<file path="src/rtl/seg7_rx_monitor.sv">
// seg7_rx_monitor: receive-side checker for an active-low seven-segment bus.
// Synchronizes and debounces seg_n, decodes accepted patterns back to a digit,
// flags illegal patterns and counts breaks in the n -> n+1 counting sequence.
// Optional build macro SEG7_RX_HEX_EN: accepts hex glyphs A..F and wraps the
// expected sequence at 15 instead of 9.
module seg7_rx_monitor #(
  parameter int STABLE_CYCLES = 1000,
  parameter int CNT_W         = 8
) (
  input  logic             clock,
  input  logic             reset,
  input  logic             enable,
  input  logic             clear,
  input  logic [6:0]       seg_n,
  output logic [3:0]       digit,
  output logic             digit_valid,
  output logic             blank,
  output logic             pattern_err,
  output logic             seq_err,
  output logic [CNT_W-1:0] seq_err_count
);

  localparam int SC_W = (STABLE_CYCLES > 2) ? $clog2(STABLE_CYCLES) : 1;
  localparam logic [SC_W-1:0] STABLE_LAST = SC_W'(STABLE_CYCLES - 1);
  localparam logic [6:0] PAT_BLANK = 7'h7F;

  typedef enum logic [1:0] {
    ST_BLANK  = 2'd0,
    ST_LOCKED = 2'd1,
    ST_FAULT  = 2'd2
  } state_t;

  typedef enum logic [1:0] {
    PK_DIGIT   = 2'd0,
    PK_BLANK   = 2'd1,
    PK_ILLEGAL = 2'd2
  } kind_t;

  typedef struct packed {
    kind_t      kind;
    logic [3:0] val;
  } dec_t;

  // Map an active-low segment pattern (bit0 = a .. bit6 = g) to a glyph class.
  function automatic dec_t decode(input logic [6:0] p);
    dec_t r;
    r.kind = PK_DIGIT;
    r.val  = 4'd0;
    case (p)
      7'h40: r.val = 4'd0;
      7'h79: r.val = 4'd1;
      7'h24: r.val = 4'd2;
      7'h30: r.val = 4'd3;
      7'h19: r.val = 4'd4;
      7'h12: r.val = 4'd5;
      7'h02: r.val = 4'd6;
      7'h78: r.val = 4'd7;
      7'h00: r.val = 4'd8;
      7'h10: r.val = 4'd9;
`ifdef SEG7_RX_HEX_EN
      7'h08: r.val = 4'hA;
      7'h03: r.val = 4'hB;
      7'h46: r.val = 4'hC;
      7'h21: r.val = 4'hD;
      7'h06: r.val = 4'hE;
      7'h0E: r.val = 4'hF;
`endif
      PAT_BLANK: r.kind = PK_BLANK;
      default:   r.kind = PK_ILLEGAL;
    endcase
    return r;
  endfunction

  // Successor of a digit in the counting sequence the display path produces.
  function automatic logic [3:0] next_digit(input logic [3:0] prev);
`ifdef SEG7_RX_HEX_EN
    return (prev == 4'hF) ? 4'd0 : prev + 4'd1;
`else
    return (prev == 4'd9) ? 4'd0 : prev + 4'd1;
`endif
  endfunction

  // Saturating increment: the error counter sticks at all-ones.
  function automatic logic [CNT_W-1:0] sat_inc(input logic [CNT_W-1:0] c);
    return (c == {CNT_W{1'b1}}) ? c : c + CNT_W'(1);
  endfunction

  logic [6:0]       sync1_q, sync1_d;
  logic [6:0]       sync2_q, sync2_d;
  logic [6:0]       cand_q, cand_d;
  logic [SC_W-1:0]  stable_q, stable_d;
  logic [6:0]       acc_q, acc_d;
  state_t           state_q, state_d;
  logic             has_prev_q, has_prev_d;
  logic [3:0]       digit_q, digit_d;
  logic             digit_valid_q, digit_valid_d;
  logic             pattern_err_q, pattern_err_d;
  logic             seq_err_q, seq_err_d;
  logic [CNT_W-1:0] count_q, count_d;
  logic             accept;
  dec_t             dec;

  // Two-stage synchronizer; runs regardless of enable.
  always_comb begin
    sync1_d = seg_n;
    sync2_d = sync1_q;
  end

  // Debounce filter: a pattern must repeat STABLE_CYCLES samples to be accepted.
  always_comb begin
    cand_d   = cand_q;
    stable_d = stable_q;
    accept   = 1'b0;
    if (enable) begin
      if (sync2_q != cand_q) begin
        cand_d   = sync2_q;
        stable_d = '0;
      end else begin
        if (stable_q < STABLE_LAST) begin
          stable_d = stable_q + SC_W'(1);
        end
        // Accept on the sample that completes the run so the pulse lands
        // STABLE_CYCLES+2 clocks after the bus change.
        if ((stable_d == STABLE_LAST) && (cand_q != acc_q)) begin
          accept = 1'b1;
        end
      end
    end
    acc_d = accept ? cand_q : acc_q;
  end

  // Display state machine and sequence checker, advanced only by acceptances.
  always_comb begin
    state_d       = state_q;
    has_prev_d    = has_prev_q;
    digit_d       = digit_q;
    digit_valid_d = 1'b0;
    pattern_err_d = 1'b0;
    seq_err_d     = 1'b0;
    count_d       = count_q;
    dec           = decode(cand_q);
    if (accept) begin
      case (state_q)
        ST_BLANK: begin
          case (dec.kind)
            PK_DIGIT: begin
              state_d       = ST_LOCKED;
              digit_d       = dec.val;
              digit_valid_d = 1'b1;
              has_prev_d    = 1'b1;
            end
            PK_ILLEGAL: begin
              state_d       = ST_FAULT;
              pattern_err_d = 1'b1;
            end
            default: ;
          endcase
        end
        ST_LOCKED: begin
          case (dec.kind)
            PK_DIGIT: begin
              digit_d       = dec.val;
              digit_valid_d = 1'b1;
              has_prev_d    = 1'b1;
              // A same-cycle clear suppresses the check and the count.
              if (has_prev_q && !clear && (dec.val != next_digit(digit_q))) begin
                seq_err_d = 1'b1;
                count_d   = sat_inc(count_q);
              end
            end
            PK_BLANK: begin
              state_d    = ST_BLANK;
              has_prev_d = 1'b0;
            end
            PK_ILLEGAL: begin
              state_d       = ST_FAULT;
              pattern_err_d = 1'b1;
              has_prev_d    = 1'b0;
            end
            default: ;
          endcase
        end
        ST_FAULT: begin
          case (dec.kind)
            PK_DIGIT: begin
              state_d       = ST_LOCKED;
              digit_d       = dec.val;
              digit_valid_d = 1'b1;
              has_prev_d    = 1'b1;
            end
            PK_BLANK: begin
              state_d = ST_BLANK;
            end
            PK_ILLEGAL: begin
              pattern_err_d = 1'b1;
            end
            default: ;
          endcase
        end
        default: state_d = ST_BLANK;
      endcase
    end
    if (clear) begin
      count_d    = '0;
      has_prev_d = 1'b0;
    end
  end

  // State register with asynchronous active-low reset.
  always_ff @(posedge clock or negedge reset) begin
    if (!reset) begin
      sync1_q       <= PAT_BLANK;
      sync2_q       <= PAT_BLANK;
      cand_q        <= PAT_BLANK;
      stable_q      <= '0;
      acc_q         <= PAT_BLANK;
      state_q       <= ST_BLANK;
      has_prev_q    <= 1'b0;
      digit_q       <= 4'd0;
      digit_valid_q <= 1'b0;
      pattern_err_q <= 1'b0;
      seq_err_q     <= 1'b0;
      count_q       <= '0;
    end else begin
      sync1_q       <= sync1_d;
      sync2_q       <= sync2_d;
      cand_q        <= cand_d;
      stable_q      <= stable_d;
      acc_q         <= acc_d;
      state_q       <= state_d;
      has_prev_q    <= has_prev_d;
      digit_q       <= digit_d;
      digit_valid_q <= digit_valid_d;
      pattern_err_q <= pattern_err_d;
      seq_err_q     <= seq_err_d;
      count_q       <= count_d;
    end
  end

  assign digit         = digit_q;
  assign digit_valid   = digit_valid_q;
  assign blank         = (state_q == ST_BLANK);
  assign pattern_err   = pattern_err_q;
  assign seq_err       = seq_err_q;
  assign seq_err_count = count_q;

endmodule

</file>
<file path="config.mk">
export PLATFORM = sky130hd
export DESIGN_NAME = seg7_rx_monitor
export DESIGN_NICKNAME = d
export VERILOG_FILES = /design/src/rtl/seg7_rx_monitor.sv
export SDC_FILE = /design/constraint.sdc
export NUM_CORES = 1
export LEC_CHECK = 0
export ABC_AREA = 1
export CAP_MARGIN = 20
export CORE_MARGIN = 8
export CORE_UTILIZATION = 45
export CTS_CLUSTER_SIZE = 25
export DETAILED_ROUTE_END_ITERATION = 8
export PLACE_DENSITY = 0.75
export SKIP_CTS_REPAIR_TIMING = 1
export SLEW_MARGIN = 25
export SYNTH_ARGS = -nofsm -noshare
export SYNTH_HDL_FRONTEND = slang
export SYNTH_SLANG_ARGS = --single-unit
</file>
<file path="constraint.sdc">
create_clock -name clock -period 2.1 [get_ports clock]
set_input_delay 0.21 -clock clock [delete_from_list [all_inputs] [get_ports clock]]
set_output_delay 0.21 -clock clock [all_outputs]
set_load 0.01 [all_outputs]
</file>
==> run_summary.xml <==
<?xml version="1.0" encoding="UTF-8"?>
<metrics>
  <group name="outcome">
    <metric name="status" unit="">completed</metric>
  </group>
  <group name="synth">
    <metric name="synthCells" unit="">436</metric>
    <metric name="netlist-cell-type-count" unit="">37</metric>
    <metric name="number_of_nets_produced_by_synthesis" unit="">449</metric>
    <metric name="ys_async_sr_fraction" unit="%">100.0</metric>
    <metric name="yosysWarnings" unit="">0</metric>
    <metric name="syn-mean-instance-area" unit="sq um">7.765</metric>
    <metric name="number_of_enable_flip_flop_cells_after_synthesis" unit="">0</metric>
    <metric name="synth.yosys.seq_area_share" unit="%">42.42</metric>
    <metric name="synth_top_flop_cell" unit="">sky130_fd_sc_hd__dfstp_2</metric>
    <metric name="syn_area" unit="sq mm">0.003386</metric>
    <metric name="ys_seq_elements" unit="">56</metric>
  </group>
  <group name="setup_path">
    <metric name="r2r_cells" unit="">14</metric>
    <metric name="timing.critical_path.from" unit="">cand_q[1]</metric>
    <metric name="critical_path_class" unit="">reg2reg</metric>
    <metric name="rr_endpoint" unit="">seq_err_count[3]</metric>
    <metric name="start_kind" unit="">flip-flop</metric>
    <metric name="r2r_setup_slack" unit="ns">0.002</metric>
    <metric name="worstPathMaxFanout" unit="">8</metric>
    <metric name="cpMostUsedCell" unit="">sky130_fd_sc_hd__nand2_1</metric>
    <metric name="worst_setup_path_endpoint" unit="">seq_err_count[3]</metric>
    <metric name="crit_path_cell_trace" unit="">inv_2, nand2_1, nand2_1, nor2_2, nand2_2, nor2_8, nand3_2, nor2_2, nand2_2, nor2_4, nand4_4, nand2_4, nand2_1, nand2_1</metric>
    <metric name="required" unit="ns">2.35</metric>
    <metric name="setup.worst_path.end_class" unit="">flip-flop</metric>
    <metric name="critPathMaxStageDelay" unit="ns">0.62</metric>
    <metric name="timing.critical_path.arrival" unit="ns">2.34</metric>
    <metric name="critical_path.reg2reg.startpoint" unit="">cand_q[1]</metric>
    <metric name="cp_slowest_cell" unit="">sky130_fd_sc_hd__dfstp_2</metric>
  </group>
  <group name="flow_run">
    <metric name="max_cap_violations" unit="">0</metric>
  </group>
  <group name="die">
    <metric name="core-area" unit="sq mm">0.007253</metric>
    <metric name="fp.dieW" unit="microns">102.7</metric>
    <metric name="die_area" unit="sq mm">0.01056</metric>
    <metric name="boundaryPins" unit="">27</metric>
    <metric name="start_util" unit="%">46.68</metric>
    <metric name="die_y" unit="microns">102.7</metric>
    <metric name="std_cell_rows" unit="">31</metric>
  </group>
  <group name="layout">
    <metric name="finalCoreUtilization" unit="%">56.22</metric>
    <metric name="layout_common_cells" unit="">119 x sky130_fd_sc_hd__nand2_1, 39 x sky130_fd_sc_hd__inv_1, 38 x sky130_fd_sc_hd__nand3_1</metric>
    <metric name="layout.cells.most_common" unit="">sky130_fd_sc_hd__nand2_1</metric>
    <metric name="finalInstanceArea" unit="sq mm">0.004078</metric>
    <metric name="net_count_final" unit="">498</metric>
    <metric name="layout-drive-gt1-share" unit="%">28.40</metric>
    <metric name="areaGrowthSynthToFinish" unit="%">20.44</metric>
    <metric name="fill_cells" unit="">654</metric>
    <metric name="final-instance-count-excl-fill" unit="">585</metric>
    <metric name="diodes" unit="">0</metric>
  </group>
  <group name="global_route">
    <metric name="gr-total-overflow" unit="">0</metric>
    <metric name="first_global_vias" unit="">2745</metric>
    <metric name="grt_antenna_before_repair" unit="">0</metric>
    <metric name="grt_start_max_net_pins" unit="">32</metric>
    <metric name="global_route.usage.total" unit="%">14.11</metric>
    <metric name="global_route_wire_length_before_repair" unit="mm">12.17</metric>
  </group>
  <group name="drt">
    <metric name="detail_route.vias_per_cell" unit="">4.983</metric>
    <metric name="first_pass_iters" unit="">4</metric>
    <metric name="route.detailed.drc" unit="">0</metric>
    <metric name="drt-initial-drc-count" unit="">149</metric>
    <metric name="routed_wirelength" unit="mm">7.117</metric>
    <metric name="ant_nets" unit="">0</metric>
    <metric name="drt-wirelength-per-cell" unit="microns">12.17</metric>
    <metric name="detailroute.via_count" unit="">2915</metric>
  </group>
  <group name="power">
    <metric name="static_leakage" unit="nW">1.808</metric>
    <metric name="maximum_ir_drop_on_the_vdd_rail" unit="uV">386.9</metric>
    <metric name="power-per-cell-area" unit="mW/mm^2">510.3</metric>
  </group>
  <group name="timing">
    <metric name="final.min_clock_period" unit="ns">2.098</metric>
    <metric name="finalWorstSetupSlack" unit="ns">0.001747</metric>
    <metric name="final_max_slew_viol_count" unit="">0</metric>
    <metric name="setup_viol_count_final" unit="">0</metric>
    <metric name="fin_crit_sh" unit="%">99.92</metric>
    <metric name="rsz0062_at_grt" unit="">yes</metric>
    <metric name="max_freq" unit="MHz">476.6</metric>
    <metric name="fin_hold_ws" unit="ns">0.2944</metric>
    <metric name="slew_headroom" unit="%">58.90</metric>
    <metric name="clock-skew-final" unit="ns">0.007898</metric>
    <metric name="worst-slew-pin-transition" unit="ns">0.6166</metric>
    <metric name="final-hold-violation-count" unit="">0</metric>
  </group>
  <group name="clock_network">
    <metric name="cts-htree-levels" unit="">2</metric>
    <metric name="cts_tree" unit="">built</metric>
    <metric name="path_clk_slew" unit="ns">0.10</metric>
    <metric name="sink_count_of_the_clock_tree" unit="">56</metric>
    <metric name="clock_latency_of_the_later_clocked_register_in_the_worst_skew_pair" unit="ns">0.31</metric>
    <metric name="root_buffer" unit="">sky130_fd_sc_hd__clkbuf_8</metric>
    <metric name="numCtsBuffers" unit="">5</metric>
    <metric name="clockBufferDepth" unit="">2</metric>
  </group>
  <group name="placement">
    <metric name="dp.final_hpwl" unit="mm">5.134</metric>
    <metric name="postPlaceCellArea" unit="sq mm">0.003751</metric>
    <metric name="place.gp.congestion" unit="">0.9620</metric>
    <metric name="detailedPlace.worstSlack" unit="ns">-0.004444</metric>
    <metric name="placed_cells_incl_taps" unit="">556</metric>
    <metric name="place.port_buffers" unit="">26</metric>
  </group>
  <group name="hold_path">
    <metric name="hold_path_class" unit="">in2reg</metric>
  </group>
</metrics>
-- state kept, by name, summed over array words and instances (netlist names), 2 cells and up --
signal and cells:
state_q 2, seq_err_count 8, stable_q 10, sync1_q 7, sync2_q 7, cand_q 7
digit 4, acc_q 7
-- layout make-up --
cell class | count | area (sq um) | area share [%]
Sequential cell | 56 | 1436 | 35.23
Clock buffer | 7 | 76.32 | 1.872
Inverter | 55 | 211.5 | 5.186
Tap cell | 99 | 123.9 | 3.038
Multi-Input combinational cell | 313 | 1737 | 42.59
Timing Repair Buffer | 54 | 484.2 | 11.87
Clock inverter | 1 | 8.758 | 0.2148
-- critical path, delay by kind of cell, from the launching register on --
family | cells | cell delay (ns)
simple gates | 13 | 1.33
flops | 1 | 0.62
buf+inv | 1 | 0.08
-- cell families (layout without fill, tap and decap cells) --
group / after synthesis / after routing / synth area share (%)
simple gates: 257 / 259 / 38.25
compound gates: 38 / 38 / 6.023
flops: 56 / 56 / 42.42
xor+xnor: 14 / 14 / 3.622
fa+ha+maj: 2 / 2 / 0.7390
buf+inv: 69 / 117 / 8.943
-- metrics by stage --
step / power (mW) / TNS (ns)
3_5_place_dp: 1.470 / -0.007095
2_1_floorplan: 1.381 / 0
5_1_grt: 2.181 / -1.597
6_report: 2.081 / 0
3_3_place_gp: 1.464 / 0
4_1_cts: 2.059 / -0.2243
-- layer usage --
layer | part of all wire [%] | vias up | GRT usage (%)
li1 | - | 1484 | -
met1 | 47 | 1359 | 18.24
met2 | 48 | 61 | 23.38
met3 | 4.0 | 11 | 2.566
met4 | 1.3 | 0 | 4.338
met5 | 0 | - | 0
-- synthesized netlist by cell type, drive strengths merged (5+ instances only) --
library cell / number / share of area, %
clkbuf: 5 / 0.55
nor2: 49 / 8.2
dfrtp: 28 / 21
inv: 52 / 5.8
o21ai: 30 / 4.4
nand3: 45 / 8.2
xor2: 7 / 1.8
buf: 9 / 2.2
nor3: 6 / 1.0
xnor2: 7 / 1.8
dfstp: 28 / 22
nand2: 143 / 18
nand4: 10 / 2.3
-- worst min-delay path by stage --
stage	startpoint	to	slack (ns)	cells after the start
after floorplan	reset	digit[0]	-0.09	0
after global placement	reset	digit_valid	0.26	1
after detailed placement	reset	digit_valid	0.27	1
after CTS	reset	stable_q[8]	-0.07	1
after global routing	seg_n[4]	sync1_q[4]	0.29	1
final	seg_n[2]	sync1_q[2]	0.29	1
-- power by group --
| part | leakage, nW | switching [mW] | internal [mW] |
|---|---|---|---|
| Combinational | 1.09 | 0.180 | 0.134 |
| Clock | 0.0428 | 0.346 | 0.242 |
| Sequential | 0.671 | 0.0451 | 1.13 |
Power figures use the tool's default switching activity.
